## src/rtl/nerv_arb_pkg.sv

```systemverilog
// Shared types and constants for the nerv memory arbiter.
package nerv_arb_pkg;

    typedef enum logic [1:0] {
        ARB_RUN,
        ARB_REFETCH,
        ARB_EXT
    } arb_state_t;

    typedef enum logic [1:0] {
        SRC_FETCH,
        SRC_DATA,
        SRC_EXT
    } arb_src_t;

    localparam int unsigned EXT_MAX_WAIT_DEF = 8;

    // Width of the external wait counter; never narrower than one bit.
    function automatic int unsigned wait_ctr_w(input int unsigned max_wait);
        return (max_wait < 1) ? 1 : $clog2(max_wait + 1);
    endfunction

endpackage

```

## src/rtl/nerv_mem_arbiter.sv

```systemverilog
// Single-port SRAM arbiter for nerv: instruction fetch, data port and an external master.
// Optional perf counters are enabled by defining NERV_ARB_PERF_EN.
module nerv_mem_arbiter
    import nerv_arb_pkg::*;
#(
    parameter int unsigned ADDR_W       = 14,
    parameter int unsigned EXT_MAX_WAIT = EXT_MAX_WAIT_DEF
) (
    input  logic              clock,
    input  logic              reset,

    input  logic [31:0]       core_imem_addr,
    output logic [31:0]       core_imem_data,
    input  logic              core_dmem_valid,
    input  logic [31:0]       core_dmem_addr,
    input  logic [3:0]        core_dmem_wstrb,
    input  logic [31:0]       core_dmem_wdata,
    output logic [31:0]       core_dmem_rdata,
    input  logic              core_trap,
    output logic              core_stall,

    input  logic              ext_valid,
    output logic              ext_ready,
    input  logic [31:0]       ext_addr,
    input  logic [3:0]        ext_wstrb,
    input  logic [31:0]       ext_wdata,
    output logic              ext_rvalid,
    output logic [31:0]       ext_rdata,

    output logic              mem_en,
    output logic [ADDR_W-1:0] mem_addr,
    output logic [3:0]        mem_wstrb,
    output logic [31:0]       mem_wdata,
    input  logic [31:0]       mem_rdata
`ifdef NERV_ARB_PERF_EN
    ,
    output logic [31:0]       perf_stall_cnt,
    output logic [31:0]       perf_ext_cnt
`endif
);

    localparam int unsigned         WAIT_W   = wait_ctr_w(EXT_MAX_WAIT);
    localparam logic [WAIT_W-1:0]   WAIT_MAX = WAIT_W'(EXT_MAX_WAIT);

    arb_state_t        r_state;
    arb_state_t        w_state_nxt;
    arb_src_t          r_prev_src;
    arb_src_t          w_prev_src_nxt;
    logic [31:0]       r_dhold;
    logic [WAIT_W-1:0] r_wait_ctr;
    logic              r_ext_rvalid;
    logic              w_ext_force;
    logic              w_unused;

    assign w_ext_force = ext_valid && ((r_wait_ctr == WAIT_MAX) || core_trap);

    assign mem_en          = 1'b1;
    assign core_imem_data  = mem_rdata;
    assign core_dmem_rdata = r_dhold;
    assign ext_rdata       = mem_rdata;
    assign ext_rvalid      = r_ext_rvalid;

    assign w_unused = ^{core_imem_addr[31:ADDR_W+2], core_imem_addr[1:0],
                        core_dmem_addr[31:ADDR_W+2], core_dmem_addr[1:0],
                        ext_addr[31:ADDR_W+2], ext_addr[1:0]};

    // Every non-granting cycle is an instruction fetch of the (possibly held) imem address.
    always_comb begin
        w_state_nxt    = r_state;
        w_prev_src_nxt = SRC_FETCH;
        core_stall     = 1'b0;
        ext_ready      = 1'b0;
        mem_addr       = core_imem_addr[ADDR_W+1:2];
        mem_wstrb      = '0;
        mem_wdata      = core_dmem_wdata;
        case (r_state)
            ARB_RUN: begin
                if (w_ext_force) begin
                    mem_addr       = ext_addr[ADDR_W+1:2];
                    mem_wstrb      = ext_wstrb;
                    mem_wdata      = ext_wdata;
                    ext_ready      = 1'b1;
                    core_stall     = 1'b1;
                    w_prev_src_nxt = SRC_EXT;
                    w_state_nxt    = ARB_EXT;
                end else if (core_dmem_valid) begin
                    mem_addr       = core_dmem_addr[ADDR_W+1:2];
                    mem_wstrb      = core_dmem_wstrb;
                    w_prev_src_nxt = SRC_DATA;
                    w_state_nxt    = ARB_REFETCH;
                end
            end
            ARB_REFETCH: begin
                core_stall  = 1'b1;
                w_state_nxt = ARB_RUN;
            end
            ARB_EXT: begin
                core_stall  = 1'b1;
                w_state_nxt = ARB_RUN;
            end
            default: begin
                w_state_nxt = ARB_RUN;
            end
        endcase
    end

    always_ff @(posedge clock or posedge reset) begin
        if (reset) begin
            r_state      <= ARB_RUN;
            r_prev_src   <= SRC_FETCH;
            r_dhold      <= '0;
            r_wait_ctr   <= '0;
            r_ext_rvalid <= 1'b0;
        end else begin
            r_state      <= w_state_nxt;
            r_prev_src   <= w_prev_src_nxt;
            r_ext_rvalid <= ext_ready;
            if (r_state == ARB_REFETCH && r_prev_src == SRC_DATA) begin
                r_dhold <= mem_rdata;
            end
            // Saturates at WAIT_MAX so the force compare stays an equality.
            if (ext_ready) begin
                r_wait_ctr <= '0;
            end else if (ext_valid && r_wait_ctr != WAIT_MAX) begin
                r_wait_ctr <= r_wait_ctr + WAIT_W'(1);
            end
        end
    end

`ifdef NERV_ARB_PERF_EN
    logic [31:0] r_perf_stall;
    logic [31:0] r_perf_ext;

    always_ff @(posedge clock or posedge reset) begin
        if (reset) begin
            r_perf_stall <= '0;
            r_perf_ext   <= '0;
        end else begin
            if (core_stall) begin
                r_perf_stall <= r_perf_stall + 32'd1;
            end
            if (ext_valid && ext_ready) begin
                r_perf_ext <= r_perf_ext + 32'd1;
            end
        end
    end

    assign perf_stall_cnt = r_perf_stall;
    assign perf_ext_cnt   = r_perf_ext;
`endif

endmodule

```

## config.mk

```make
export PLATFORM = sky130hd
export DESIGN_NAME = nerv_mem_arbiter
export DESIGN_NICKNAME = d
export VERILOG_FILES = /design/src/rtl/nerv_arb_pkg.sv /design/src/rtl/nerv_mem_arbiter.sv
export SDC_FILE = /design/constraint.sdc
export NUM_CORES = 1
export LEC_CHECK = 0
export ABC_AREA = 1
export CAP_MARGIN = 20
export CORE_AREA = 2 2 137 139
export CTS_CLUSTER_DIAMETER = 30
export CTS_CLUSTER_SIZE = 16
export DETAILED_ROUTE_END_ITERATION = 16
export DIE_AREA = 0 0 139 141
export SLEW_MARGIN = 20
export SYNTH_ARGS = -nofsm -noshare
export SYNTH_HDL_FRONTEND = slang
export SYNTH_SLANG_ARGS = --single-unit
```

## constraint.sdc

```tcl
create_clock -name clock -period 3.9 [get_ports clock]
set_input_delay 0.78 -clock clock [delete_from_list [all_inputs] [get_ports clock]]
set_output_delay 0.78 -clock clock [all_outputs]
set_load 0.01 [all_outputs]
```

==> impl_metrics.tcl, run 1 <==
set metrics [dict create \
    cts_buffer_depth 2 \
    vias_per_cell 3.828 \
    worstPathMaxFanout 40 \
    p_leak_nw 2.810 \
    ioPinCount 355 \
    hold_viol 0 \
    wl_met2_um 5954 \
    dieWidth_um 139 \
    tns_ps 0 \
    drt-pass1-iter-count 4 \
    avgRoutedWirePerCell_um 12.14 \
    cts_tree "done" \
    grt_overflow 0 \
    cts_sinks 40 \
    ant_nets 0 \
    path_delay_family "buffers and inverters" \
    die_area_um2 19600 \
    status "finished clean" \
    setup_viol 0 \
    cts_setup_buffers 0 \
    drt_iter0_drc 175 \
    required_ps 3120 \
    hold_start "core_dmem_rdata[15]$_DFFE_PP0P_" \
    layout.nets 916 \
    fin_crit_ps 3445 \
    worstSkewPairLatency_ps 280 \
    synth.avg_cell_area_um2 6.545 \
    endpoint_kind "primary output" \
    syn_area_um2 3148 \
    timing.final.crit_share_pct 88.32 \
    tightest_slew_ps 617.4 \
    vias 3602 \
    initial_core_util_pct 17.23 \
    wl_met3_um 746 \
    drt-total-wl_um 11430 \
    grt_antenna_before_repair 0 \
    cp_cell_sequence "clkdlybuf4s50_1, inv_1, nand2_4, nand3_4, inv_2, buf_12, nand2_1, nand2_1, clkdlybuf4s50_1" \
    area_delta_synth_final_pct 92.61 \
    slowest_delay_ps 570 \
    fmax_ghz 0.2903 \
    grt_use_total_pct 10.97 \
    top_layer_used "met4" \
    hold-worst-slack_ps 481.5 \
    criticalPathCategory "input pin to primary output" \
    cts_buffers 5 \
    cap_violations 0 \
    synth_cell_types 23 \
    cts_hold_buf 0 \
    root_buffer "clkbuf_16" \
    syn_inst 481 \
    grt_pass1_vias 3482 \
    yosysSeqAreaShare_pct 31.80 \
    hold_path.class "flop to flop" \
    antenna_cells 0 \
    rows 50 \
    ys.warnings.count 0 \
    grt_pass1_wl_um 17880 \
    start_kind "input pin" \
    clk_pin_slew_ps 60 \
    post_cts_resized 0 \
    core-area_um2 18270 \
    fp.dieH_um 141 \
    vdd_ir_drop_max_v 0.0001678 \
    crit_start "core_trap" \
    htree_levels 2 \
    maxSlewViolCount 0 \
    grt_max_degree 65 \
    syn_nets 691 \
    slew_headroom_pct 58.59 \
    rsz0062_at_grt "no" \
    cp.buffers_inverters 5 \
    fin_skew_ps 7.056 \
    met1Wirelength_um 4670 \
    drive_above_1_share_pct 2.970 \
    place.gp.congestion 0.7576 \
    drc_errors 0 \
    critPathArrivalTime_ps 2660 \
    io_buffers 299 \
    timing.rr.start "r_state[1]$_DFFE_PP0P_" \
    dp_hpwl_um 9240 \
    slowest_stage "clkdlybuf4s50_1" \
    ys_seq_elements 40 \
    cellPowerDensity_nw_per_um2 458.0 \
]
## per-stage QoR
stage                     worst slack (ps)  util (%)  power (W)  cells  cell area, µm²
after floorplan                       1583         -   0.001444    481            3148
after global placement               479.0     32.39   0.002387    933            5917
after detailed placement             461.6     32.39   0.002402    933            5917
after CTS                            456.3     33.19   0.002831    941            6063
after global routing                 360.3     33.19   0.003001    941            6063
final                                455.3     33.19   0.002777    941            6063
## per-layer routing
metal,GRT usage [%],vias up
met5,0,-
met1,13.15,1596
met4,2.073,0
met3,2.751,2
met2,20.02,125
li1,-,1879
## cell type report
cell class | count | area (µm²)
clock buffer | 5 | 125.1
clock inverter | 3 | 21.27
fill | 1989 | 12200
inverter | 44 | 165.2
multi-input combinational | 307 | 1373
sequential | 40 | 1001
tap | 234 | 292.8
timing repair buffer | 308 | 3085
## logic make-up after synthesis
kind of cell | synth area share, %
fa+ha+maj | 1.987
simple gates | 35.37
flops | 31.80
compound gates | 5.843
other cells | 0.1191
buf+inv | 24.60
xor+xnor | 0.2783
## state kept, by name, indices dropped and copies added, names as in the netlist
| signal | count |
|---|---|
| r_state | 2 |
| ext_rvalid | 1 |
| core_dmem_rdata | 32 |
| r_prev_src | 1 |
| r_wait_ctr | 4 |
## path summary, 6_finish.rpt
kind	endpoint	slack [ps]	cells after the start
worst max-delay path	mem_wdata[15]	460	9
worst min-delay path	core_dmem_rdata[15]$_DFFE_PP0P_	480	2
worst max register to register	r_state[1]$_DFFE_PP0P_	2130	4
worst min register to register	core_dmem_rdata[15]$_DFFE_PP0P_	480	2
max in group asynchronous	core_dmem_rdata[5]$_DFFE_PP0P_	2390	3
min in group asynchronous	core_dmem_rdata[21]$_DFFE_PP0P_	800	2
## layout by cell type (no fill, tap or decap), drive strengths merged
cell,netlist,layout
nand2,207,207
clkbuf,12,5
o31ai,1,1
clkinv,0,2
clkinvlp,0,1
inv,44,44
a21oi,2,2
conb,1,1
nand3b,5,5
xor2,1,1
ha,5,5
o21ai,32,32
nor2,4,4
buf,78,9
nand4,15,15
clkdlybuf4s50,0,299
dfrtp,40,40
nand3,33,33
a31oi,1,1
## where the power goes
group / total (W) / internal [W] / switching, W
sequential: 0.000720 / 0.000612 / 0.000107
combinational: 0.00165 / 0.000906 / 0.000743
clock: 0.000408 / 0.000238 / 0.000170
## worst reg2reg max path, delay by kind of cell, from the launching register on
kind / cells / cell delay, ps
compound gates: 1 / 290
fa+ha+maj: 1 / 500
buf+inv: 2 / 500
flops: 1 / 380
## Yosys cell counts, drive strengths merged
| master | count | area, µm² |
|---|---|---|
| nand3b | 5 | 37.54 |
| o21ai | 32 | 160.2 |
| ha | 5 | 62.56 |
| clkbuf | 12 | 45.04 |
| nor2 | 4 | 15.01 |
| buf | 78 | 564.3 |
| inv | 44 | 165.2 |
| dfrtp | 40 | 1001 |
| conb | 1 | 3.750 |
| a31oi | 1 | 6.260 |
| nand4 | 15 | 93.84 |
| nand2 | 207 | 784.5 |
| nand3 | 33 | 182.7 |
| a21oi | 2 | 10.01 |
| xor2 | 1 | 8.760 |
| o31ai | 1 | 7.510 |
No activity file was read; power rests on OpenSTA's default activity.
==> run 2, diff against run 1 <==
--- a/config.mk
+++ b/config.mk
@@ -6,12 +6,13 @@
 export NUM_CORES = 1
 export LEC_CHECK = 0
 export ABC_AREA = 1
-export CAP_MARGIN = 20
+export CAP_MARGIN = 0
 export CORE_AREA = 2 2 137 139
 export CTS_CLUSTER_DIAMETER = 30
 export CTS_CLUSTER_SIZE = 16
 export DETAILED_ROUTE_END_ITERATION = 16
 export DIE_AREA = 0 0 139 141
+export MAX_ROUTING_LAYER = met4
 export SLEW_MARGIN = 20
 export SYNTH_ARGS = -nofsm -noshare
 export SYNTH_HDL_FRONTEND = slang
==> impl_metrics.tcl, run 2 (same netlist as run 1, synthesis figures left out) <==
set metrics [dict create \
    num-fill-cells 1989 \
    maxSlewViolCount 0 \
    worst-path-stages 9 \
    criticalPathCategory "input pin to primary output" \
    grt_max_degree 65 \
    fin_util_pct 33.19 \
    place_area_um2 5917 \
    cts_buffer_depth 2 \
    drc_errors 0 \
    drt_iter0_drc 158 \
    drt-pass1-iter-count 4 \
    core-area_um2 18270 \
    ioPinCount 355 \
    worstSetupEndpoint "mem_wdata[15]" \
    largest_reg_flops 32 \
    start_kind "input pin" \
    hold_viol 0 \
    fmax_ghz 0.2899 \
    worstSkewPairLatency_ps 280 \
    slowest_stage "clkdlybuf4s50_1" \
    status "finished clean" \
    cts_buffers 5 \
    reg2reg_to "r_state[1]$_DFFE_PP0P_" \
    die_area_um2 19600 \
    root_buffer "clkbuf_16" \
    area_delta_synth_final_pct 92.61 \
    cap_violations 0 \
    clk_pin_slew_ps 60 \
    setup_viol 0 \
    antenna_cells 0 \
    io_buffers 299 \
    worstPathMaxFanout 40 \
    final_area_um2 6063 \
    slowest_delay_ps 570 \
    layout.nets 916 \
    fp.dieH_um 141 \
    total_power_w 0.002778 \
    ant_nets 0 \
    vias_per_cell 3.841 \
    grt_use_total_pct 11.30 \
    fin_crit_ps 3449 \
    crit_start "core_trap" \
    post_cts_resized 0 \
    grt_overflow 0 \
    initial_core_util_pct 17.23 \
    dieWidth_um 139 \
    drt-total-wl_um 11450 \
    cts_setup_buffers 0 \
    layout_commonest_cell "clkdlybuf4s50_1" \
    timing.rr.start "r_state[1]$_DFFE_PP0P_" \
    place.gp.congestion 0.7694 \
    regArea_um2 1001 \
    grt_pass1_vias 3492 \
    fin_skew_ps 6.847 \
    path_delay_family "buffers and inverters" \
    cts_sinks 40 \
    slew_headroom_pct 58.66 \
    reg2reg_depth 4 \
    cts_tree "done" \
    cts_hold_buf 0 \
    grt_antenna_before_repair 0 \
    cp_cell_sequence "clkdlybuf4s50_1, inv_1, nand2_4, nand3_4, inv_2, buf_12, nand2_1, nand2_1, clkdlybuf4s50_1" \
    hold_path.class "flop to flop" \
    timing.final.crit_share_pct 88.43 \
    tns_ps 0 \
    p_leak_nw 2.810 \
    rrSetupSlack_ps 2120 \
    drive_above_1_share_pct 2.970 \
    rsz0062_at_grt "no" \
    cellPowerDensity_nw_per_um2 458.2 \
    critPathArrivalTime_ps 2670 \
    cp.buffers_inverters 5 \
    grt_pass1_wl_um 17840 \
    tightest_slew_ps 616.3 \
    dpl_worst_slack_ps 461.6 \
    required_ps 3120 \
    multiInputGateArea_um2 1373 \
    setup_ws_ps 451.1 \
    avgRoutedWirePerCell_um 12.17 \
    final_cell_mix "clkdlybuf4s50_1, nand2_1, inv_1, dfrtp_1, o21ai_0" \
    endpoint_kind "primary output" \
    vdd_ir_drop_max_v 0.0001678 \
    rows 50 \
    vias 3614 \
    htree_levels 2 \
    dp_hpwl_um 9240 \
]
==> run 2: cell counts in the layout (fill, tap and decap cells not counted) <==
No cell type changed its count.
==> run 2: area by class of cell <==
cell class	count	area share [%]
Clock buffer	5	2.064
Clock inverter	3	0.3508
Inverter	44	2.724
Multi-Input combinational cell	307	22.64
Sequential cell	40	16.51
Tap cell	234	4.829
Timing Repair Buffer	308	50.89
==> run 2: per-stage QoR <==
| step | instances | hold WS (ps) |
|---|---|---|
| 2_1_floorplan | 481 | 518.7 |
| 3_3_place_gp | 933 | 467.2 |
| 3_5_place_dp | 933 | 472.7 |
| 4_1_cts | 941 | 489.7 |
| 5_1_grt | 941 | 502.2 |
| 6_report | 941 | 481.4 |
==> run 2: layer usage <==
metal	track usage [%]	up-vias	wire length [µm]
met4	2.073	0	57
met5	-	-	0
li1	-	1880	-
met1	13.52	1607	4822
met2	20.09	125	5995
met3	2.072	2	577
==> run 2: tightest hold or removal path, delay by kind of cell, from the launching register on <==
kind	cells	cell delay, ps
AO/OA/AOI/OAI	1	60
flip-flops	1	340
AND/OR/NAND/NOR	1	50
==> run 2: worst min path at each step <==
| stage | end | cells after the start | start |
|---|---|---|---|
| 2_1_floorplan | core_dmem_rdata[0]$_DFFE_PP0P_ | 2 | core_dmem_rdata[0]$_DFFE_PP0P_ |
| 3_3_place_gp | core_dmem_rdata[18]$_DFFE_PP0P_ | 2 | core_dmem_rdata[18]$_DFFE_PP0P_ |
| 3_5_place_dp | core_dmem_rdata[25]$_DFFE_PP0P_ | 2 | core_dmem_rdata[25]$_DFFE_PP0P_ |
| 4_1_cts | core_dmem_rdata[25]$_DFFE_PP0P_ | 2 | core_dmem_rdata[25]$_DFFE_PP0P_ |
| 5_1_grt | core_dmem_rdata[15]$_DFFE_PP0P_ | 2 | core_dmem_rdata[15]$_DFFE_PP0P_ |
| 6_report | core_dmem_rdata[15]$_DFFE_PP0P_ | 2 | core_dmem_rdata[15]$_DFFE_PP0P_ |
==> run 2: where the power goes <==
part           total (W)  internal, W  switching, W
registers       0.000719     0.000612      0.000107
logic            0.00165     0.000906      0.000745
clock network   0.000408     0.000238      0.000170
total            0.00278      0.00176       0.00102
==> run 3, diff against run 2 <==
--- a/config.mk
+++ b/config.mk
@@ -13,7 +13,7 @@
 export DETAILED_ROUTE_END_ITERATION = 16
 export DIE_AREA = 0 0 139 141
 export MAX_ROUTING_LAYER = met4
-export SLEW_MARGIN = 20
+export SLEW_MARGIN = 5
 export SYNTH_ARGS = -nofsm -noshare
 export SYNTH_HDL_FRONTEND = slang
 export SYNTH_SLANG_ARGS = --single-unit
==> results of run 3 <==
Same layout as run 2: the final DEF is identical, and so are final timing and power.
